File: config.mk
export PLATFORM = sky130hd
export DESIGN_NAME = ulpi_uart_framer
export DESIGN_NICKNAME = d
export VERILOG_FILES = /design/src/rtl/usb_sniffer_pkg.sv /design/src/rtl/ulpi_frame_fifo.sv /design/src/rtl/ulpi_uart_framer.sv
export SDC_FILE = /design/constraint.sdc
export NUM_CORES = 2
export LEC_CHECK = 0
export CAP_MARGIN = 20
export CORE_MARGIN = 8
export CORE_UTILIZATION = 32
export DETAILED_ROUTE_END_ITERATION = 8
export PLACE_DENSITY = 0.56
export SLEW_MARGIN = 20
export SYNTH_ARGS = -nofsm -noshare
export SYNTH_HDL_FRONTEND = slang
export SYNTH_HIERARCHICAL = 1
export SYNTH_SLANG_ARGS = --single-unit
File: constraint.sdc
create_clock -name clk -period 6.8 [get_ports clk]
set_input_delay 0.68 -clock clk [delete_from_list [all_inputs] [get_ports clk]]
set_output_delay 0.68 -clock clk [all_outputs]
set_load 0.005 [all_outputs]
File: src/rtl/usb_sniffer_pkg.sv
// Shared types for the ULPI-to-UART framer: sync bytes,
// descriptor layout and the capture/transmit state encodings.
package usb_sniffer_pkg;

    localparam logic [7:0] SYNC_PKT   = 8'hA5;
    localparam logic [7:0] SYNC_RXCMD = 8'h5A;

    typedef enum logic {
        PKT,
        RXCMD
    } desc_kind_e;

    typedef struct packed {
        desc_kind_e kind;
        logic [7:0] len_or_val;
        logic [7:0] csum;
    } desc_t;

    typedef enum logic [1:0] {
        CAP_IDLE,
        CAP_PKT,
        CAP_DISCARD
    } cap_state_e;

    typedef enum logic [2:0] {
        TX_IDLE,
        TX_SYNC,
        TX_LEN,
        TX_DATA,
        TX_CSUM,
        TX_VAL
    } tx_state_e;

endpackage

File: src/rtl/ulpi_frame_fifo.sv
// Payload byte buffer with a commit pointer so a partially captured
// packet can be rolled back; 1-cycle registered read.
module ulpi_frame_fifo
    import usb_sniffer_pkg::*;
#(
    parameter int DEPTH_LOG2 = 9
) (
    input  logic       clk,
    input  logic       rst,
    input  logic       wr_en,
    input  logic [7:0] wr_data,
    input  logic       commit,
    input  logic       rollback,
    input  logic       rd_en,
    output logic [7:0] rd_data,
    output logic       full
);
    localparam int PW = DEPTH_LOG2 + 1;
    localparam logic [PW-1:0] DEPTH = {1'b1, {DEPTH_LOG2{1'b0}}};

    logic [7:0]    mem [2**DEPTH_LOG2];
    logic [7:0]    rd_data_q;
    logic [PW-1:0] wr_ptr_q, wr_ptr_d;
    logic [PW-1:0] commit_ptr_q, commit_ptr_d;
    logic [PW-1:0] rd_ptr_q, rd_ptr_d;

    always_comb begin
        wr_ptr_d     = wr_ptr_q;
        commit_ptr_d = commit_ptr_q;
        rd_ptr_d     = rd_en ? rd_ptr_q + PW'(1) : rd_ptr_q;
        if (rollback) begin
            wr_ptr_d = commit_ptr_q;
        end else if (wr_en) begin
            wr_ptr_d = wr_ptr_q + PW'(1);
            if (commit) begin
                commit_ptr_d = wr_ptr_d;
            end
        end
    end

    always_ff @(posedge clk) begin
        if (rst) begin
            wr_ptr_q     <= '0;
            commit_ptr_q <= '0;
            rd_ptr_q     <= '0;
        end else begin
            wr_ptr_q     <= wr_ptr_d;
            commit_ptr_q <= commit_ptr_d;
            rd_ptr_q     <= rd_ptr_d;
        end
    end

    always_ff @(posedge clk) begin
        if (wr_en && !rollback) begin
            mem[wr_ptr_q[DEPTH_LOG2-1:0]] <= wr_data;
        end
        if (rd_en) begin
            rd_data_q <= mem[rd_ptr_q[DEPTH_LOG2-1:0]];
        end
    end

    assign rd_data = rd_data_q;
    assign full    = (wr_ptr_q - rd_ptr_q) == DEPTH;

endmodule

File: src/rtl/ulpi_uart_framer.sv
// Buffers ULPI packets until EOP, then emits length/checksum framed
// records (and RxCMD status records) to a UART transmitter.
module ulpi_uart_framer
    import usb_sniffer_pkg::*;
#(
    parameter int DEPTH_LOG2 = 9,
    parameter int DESC_DEPTH = 4
) (
    input  logic        clk,
    input  logic        rst,
    input  logic [7:0]  in_data,
    input  logic        in_valid,
    input  logic        in_rxcmd,
    input  logic        in_eop,
    output logic [7:0]  tx_data,
    output logic        tx_send,
    input  logic        tx_full,
    output logic        busy,
    output logic [15:0] frame_count,
    output logic [7:0]  drop_count
);
    localparam int DW = (DESC_DEPTH > 1) ? $clog2(DESC_DEPTH) : 1;
    localparam int CW = $clog2(DESC_DEPTH + 1);
    localparam logic [CW-1:0] DESC_MAX = CW'(DESC_DEPTH);

    cap_state_e    cap_q, cap_d;
    tx_state_e     tx_q, tx_d;
    logic [7:0]    len_q, len_d, csum_q, csum_d;
    logic [7:0]    drop_q, drop_d, rem_q, rem_d;
    logic [7:0]    tx_data_q, tx_data_d;
    logic          tx_send_q, tx_send_d;
    logic [15:0]   frame_q, frame_d;
    desc_t         desc_q [DESC_DEPTH];
    desc_t         desc_d [DESC_DEPTH];
    desc_t         cur_q, cur_d, push_desc;
    logic [DW-1:0] head_q, head_d, tail_q, tail_d;
    logic [CW-1:0] cnt_q, cnt_d;
    logic          push, pop, drop_inc, desc_full, can_issue;
    logic [7:0]    len_base, csum_base;
    logic          f_wr, f_commit, f_rollback, f_rd, f_full;
    logic [7:0]    f_rdata;

    function automatic logic [DW-1:0] next_idx(input logic [DW-1:0] p);
        return (p == DW'(DESC_DEPTH - 1)) ? '0 : p + DW'(1);
    endfunction

    ulpi_frame_fifo #(
        .DEPTH_LOG2(DEPTH_LOG2)
    ) u_fifo (
        .clk     (clk),
        .rst     (rst),
        .wr_en   (f_wr),
        .wr_data (in_data),
        .commit  (f_commit),
        .rollback(f_rollback),
        .rd_en   (f_rd),
        .rd_data (f_rdata),
        .full    (f_full)
    );

    // Capture side: a full queue is judged on the registered count,
    // so a same-cycle pop never rescues a push.
    always_comb begin
        cap_d      = cap_q;
        len_d      = len_q;
        csum_d     = csum_q;
        push       = 1'b0;
        push_desc  = '0;
        drop_inc   = 1'b0;
        f_wr       = 1'b0;
        f_commit   = 1'b0;
        f_rollback = 1'b0;
        desc_full  = cnt_q == DESC_MAX;
        len_base   = (cap_q == CAP_PKT) ? len_q : 8'd0;
        csum_base  = (cap_q == CAP_PKT) ? csum_q : 8'd0;
        if (in_valid && in_rxcmd) begin
            if (desc_full) begin
                drop_inc = 1'b1;
            end else begin
                push      = 1'b1;
                push_desc = '{kind: RXCMD, len_or_val: in_data, csum: 8'd0};
            end
        end else if (in_valid) begin
            if (cap_q == CAP_DISCARD) begin
                if (in_eop) cap_d = CAP_IDLE;
            end else if (f_full || len_base == 8'hFF || (in_eop && desc_full)) begin
                f_rollback = 1'b1;
                drop_inc   = 1'b1;
                cap_d      = in_eop ? CAP_IDLE : CAP_DISCARD;
            end else begin
                f_wr   = 1'b1;
                len_d  = len_base + 8'd1;
                csum_d = csum_base ^ in_data;
                cap_d  = CAP_PKT;
                if (in_eop) begin
                    f_commit  = 1'b1;
                    push      = 1'b1;
                    push_desc = '{kind: PKT, len_or_val: len_d, csum: csum_d};
                    cap_d     = CAP_IDLE;
                end
            end
        end
        drop_d = (drop_inc && drop_q != 8'hFF) ? drop_q + 8'd1 : drop_q;
    end

    // Transmit side: tx_full is re-sampled after every write strobe.
    always_comb begin
        tx_d      = tx_q;
        cur_d     = cur_q;
        rem_d     = rem_q;
        tx_send_d = 1'b0;
        tx_data_d = tx_data_q;
        frame_d   = frame_q;
        pop       = 1'b0;
        f_rd      = 1'b0;
        can_issue = !tx_full && !tx_send_q;
        unique case (tx_q)
            TX_IDLE: begin
                if (cnt_q != '0 && can_issue) begin
                    pop       = 1'b1;
                    cur_d     = desc_q[head_q];
                    tx_send_d = 1'b1;
                    tx_data_d = (desc_q[head_q].kind == PKT) ? SYNC_PKT : SYNC_RXCMD;
                    tx_d      = TX_SYNC;
                end
            end
            TX_SYNC: begin
                if (can_issue) begin
                    tx_send_d = 1'b1;
                    tx_data_d = cur_q.len_or_val;
                    rem_d     = cur_q.len_or_val;
                    tx_d      = (cur_q.kind == PKT) ? TX_LEN : TX_VAL;
                end
            end
            TX_LEN, TX_DATA: begin
                f_rd = tx_send_q && rem_q != 8'd0;
                if (can_issue) begin
                    tx_send_d = 1'b1;
                    if (rem_q != 8'd0) begin
                        tx_data_d = f_rdata;
                        rem_d     = rem_q - 8'd1;
                        tx_d      = TX_DATA;
                    end else begin
                        tx_data_d = cur_q.csum;
                        tx_d      = TX_CSUM;
                    end
                end
            end
            TX_CSUM, TX_VAL: begin
                frame_d = frame_q + 16'd1;
                tx_d    = TX_IDLE;
            end
            default: tx_d = TX_IDLE;
        endcase
    end

    always_comb begin
        desc_d = desc_q;
        head_d = pop ? next_idx(head_q) : head_q;
        tail_d = push ? next_idx(tail_q) : tail_q;
        if (push) desc_d[tail_q] = push_desc;
        unique case ({push, pop})
            2'b10:   cnt_d = cnt_q + CW'(1);
            2'b01:   cnt_d = cnt_q - CW'(1);
            default: cnt_d = cnt_q;
        endcase
    end

    always_ff @(posedge clk) begin
        if (rst) begin
            cap_q     <= CAP_IDLE;
            tx_q      <= TX_IDLE;
            len_q     <= '0;
            csum_q    <= '0;
            drop_q    <= '0;
            rem_q     <= '0;
            tx_data_q <= '0;
            tx_send_q <= 1'b0;
            frame_q   <= '0;
            cur_q     <= '0;
            head_q    <= '0;
            tail_q    <= '0;
            cnt_q     <= '0;
        end else begin
            cap_q     <= cap_d;
            tx_q      <= tx_d;
            len_q     <= len_d;
            csum_q    <= csum_d;
            drop_q    <= drop_d;
            rem_q     <= rem_d;
            tx_data_q <= tx_data_d;
            tx_send_q <= tx_send_d;
            frame_q   <= frame_d;
            cur_q     <= cur_d;
            head_q    <= head_d;
            tail_q    <= tail_d;
            cnt_q     <= cnt_d;
        end
    end

    always_ff @(posedge clk) begin
        desc_q <= desc_d;
    end

    assign tx_data     = tx_data_q;
    assign tx_send     = tx_send_q;
    assign busy        = (tx_q != TX_IDLE) || (cnt_q != '0);
    assign frame_count = frame_q;
    assign drop_count  = drop_q;

endmodule

==> impl_results.md <==
- Rows: about 270
- RD Place Congestion: 0.896
- Largest net degree at the start of global routing: 201
- First-iteration detailed-routing DRC count: about 12k
- Via-to-Cell Ratio: around 5.5
- LEAKAGE: 56.5 nW
- Drt first pass iters: 6
- Crit-path leading delay family: simple AND/OR/NAND/NOR gates
- Pre-CTS setup slack: 1.04 ns
- Final WL: roughly 500000 um
- PwrDens: 285 mW/mm^2
- CP endpoint: u_fifo/mem[268][3]$_DFFE_PP_
- Port Buffers: 47
- Initial antenna violation count: 30
- Syn_nets: a little over 8k
- Clock Sinks: 4288
- Mapped Cells: 8229
- VDD IR max: about 0.23 mV
- Worst slew pin tran: 1.36 ns
- Post-synthesis cell area: 0.168 sq mm
- Final period util: 88.6%
- Die Ht: 740 um
- Slew Limit Fails: 0
- R2r startpoint: u_fifo/wr_ptr_q[2]$_SDFFE_PP0P_
- Sequential area share after synthesis: approximately three quarters
- Overflow after GRT: 0
- CTS root buffer: clkbuf_16
- Post-CTS Resized: 0
- Final hold viol count: 0
- Worst Setup SP: u_fifo/wr_ptr_q[2]$_SDFFE_PP0P_
- Tot GR Track Use: 17.7%
- RR Endpoint: u_fifo/mem[268][3]$_DFFE_PP_
- Vias in the first global route: 86.1k
- Clk slew on worst S/H paths: about 0.070 ns
- Cell taking the most area after synthesis: edfxtp_1
- Final WS setup: 0.778 ns
- Starting Density: between 30 and 40%
- Cts hold-fix bufs: 0
- WS Path Type: reg2reg
- Area growth syn-to-layout: 14.0%
- CP endpoint kind: flop
- Nets: 8481
- Top_reg_cell synth: edfxtp_1
- Slew margin rel.: roughly a tenth
- Reg2reg path depth: 17
- Crit-path cells: ha_1, o21ai_0, a21boi_0, o21ai_0, a21oi_1, o211ai_1, nand3_1, and4b_1, inv_1, o41ai_2, or3_1, inv_2, nor2b_4, buf_12, nand4_1, buf_4, nor2_1
- Top cell type's share of synthesized area: 74.7%
- # H-tree levels: 5
- Core area: 0.524 sq mm
- CTS tree: yes
- Full die area: 0.548 sq mm
- Fmax: approximately 170 MHz
- Layout Cells excl Fill: 15.8k
- CP arrival: about 6.6 ns
- Ports: 48
- Top cells by area, synth: edfxtp_1 (75%), mux4_2 (14%), mux2i_1 (1.8%)
- Final setup violation count: 0
- Post-synthesis average cell area: approximately 20 sq um
- Bufs on Longest Clock Path: 4
- Slowest CP cell: dfxtp_1
- CP Launch Type: flop
- Via Count: 86.9k
- Critical path buffers and inverters: 4
- DRC: 0
- Crit path time final: 6.02 ns
- R2R Setup Slk: a little under 0.8 ns
- HPWL after detailed placement: 307000 um
- Status: complete, no violations
- Synth unique cells: 86
- Routed len/inst: 31.9 um
- Setup bufs post-CTS: 0
- Worst hold path type: in2reg
- RSZ-0062 raised after global routing: false
- First-pass GRT wire length: approximately 700000 um
- Worst path max stage delay: 0.72 ns
- EDFF count, synth: 4172
- Synth Register Bits: 4288
- Maxcap violations: 0
- Placed insts: 15.0k
- Required @ worst endpoint: 7.41 ns
- Critical Path Most Common Cell: o21ai_0
- Synthesis warning total: 6
- Share of layout cells above drive strength 1: about 23%
- Num CTS Buffers: between 400 and 500
- Async SR Flop Fraction: 0%
- Latest clock arrival within the worst-skew pair: 1.00 ns
- Setup TNS: 0 ns
- Clock Skews: 0.0890 ns
- Antenna Violating Nets Remaining: 0
- Worst path depth: 17
- Chip width: 740 um
- Max FO, Critical Path: 20
synth_stat cells, drive strengths merged, types with 42 or more instances:
cell,n
mux2i,294
a221oi,65
o21ai,114
a22oi,83
nor2,680
nand2,268
nor3,50
edfxtp,4172
buf,275
nand3,58
clkbuf,241
dfxtp,116
o22ai,42
a21oi,215
mux4,1015
sequential cells by signal, summed over array words and instances, names as in the netlist:
register / cells
u_fifo/mem: 4096
desc_q: 68
cur_q: 17
frame_count: 16
u_fifo/commit_ptr_q: 10
u_fifo/rd_ptr_q: 10
u_fifo/wr_ptr_q: 10
csum_q: 8
drop_count: 8
len_q: 8
rem_q: 8
tx_data: 8
u_fifo/rd_data: 8
cnt_q: 3
tx_q: 3
cap_q: 2
head_q: 2
tail_q: 2
tx_send: 1
layout make-up:
class,count,area (sq um)
diodes,14,35.0
clock buffers,517,11200
clock inverters,277,3030
fillers,47200,332000
inverters,30,130
multi-input cells,3395,37600
flip-flops and latches,4288,128000
well taps,6968,8720
repair buffers,298,3010
logic make-up after synthesis:
group / Yosys count / synth area share (%)
compound gates: 780 / 3.16
xor+xnor: 57 / 0.298
fa+ha+maj: 25 / 0.191
buf+inv: 546 / 1.74
flops: 4288 / 76.1
mux: 1316 / 15.4
simple gates: 1217 / 3.11
layout by cell type (no fill, tap or decap), types with 87 or more instances in the layout:
master and count:
edfxtp_1 4172, mux4_2 1015, nor2_1 669, clkbuf_16 433, mux2i_1 294, nand2_1 268
a21oi_1 214, buf_4 202, dfxtp_1 109, o21ai_0 89, clkinv_1 87
per-stage QoR:
step / hold WS (ns) / utilization (%) / instance area (sq um) / total power [mW]
global placement: 0.467 / 33.8 / 177000 / 31.0
detailed placement: 0.466 / 33.8 / 177000 / 31.1
CTS: 0.0215 / 36.5 / 191000 / 54.9
floorplan: 0.437 / - / 168000 / 30.2
finish: 0.0922 / 36.5 / 191000 / 54.5
global route: 0.0876 / 36.5 / 191000 / 55.8
report_power, final:
group          switching (mW)  internal (mW)  total [mW]
Combinational           0.973          0.334        1.31
Sequential             0.0894           29.1        29.2
Clock                    10.2           13.8        24.0
Total                    11.3           43.2        54.5
layer usage:
metal  vias to the layer above  share of wire, %  GRT usage (%)  wire [um]
met5                         -             0.036         0.0524        180
met4                        22               4.3           6.48      21900
met3                       879               9.8           3.84      49100
met2                      4990                46           27.9     232000
met1                     46400                40           24.3     200000
li1                      34600                 -              -          -
worst min-delay path by stage:
stage | from | depth (start not counted) | endpoint | slack (ns)
after floorplan | cur_q[0]$_SDFFE_PP0P_ | 2 | cur_q[0]$_SDFFE_PP0P_ | 0.44
after global placement | len_q[7]$_SDFFE_PP0P_ | 2 | len_q[7]$_SDFFE_PP0P_ | 0.47
after detailed placement | cur_q[7]$_SDFFE_PP0P_ | 2 | cur_q[7]$_SDFFE_PP0P_ | 0.47
after CTS | rst | 2 | cur_q[5]$_SDFFE_PP0P_ | 0.02
after global routing | rst | 2 | cur_q[6]$_SDFFE_PP0P_ | 0.09
final | rst | 2 | cur_q[5]$_SDFFE_PP0P_ | 0.09
(Power assumes the default switching activity.)
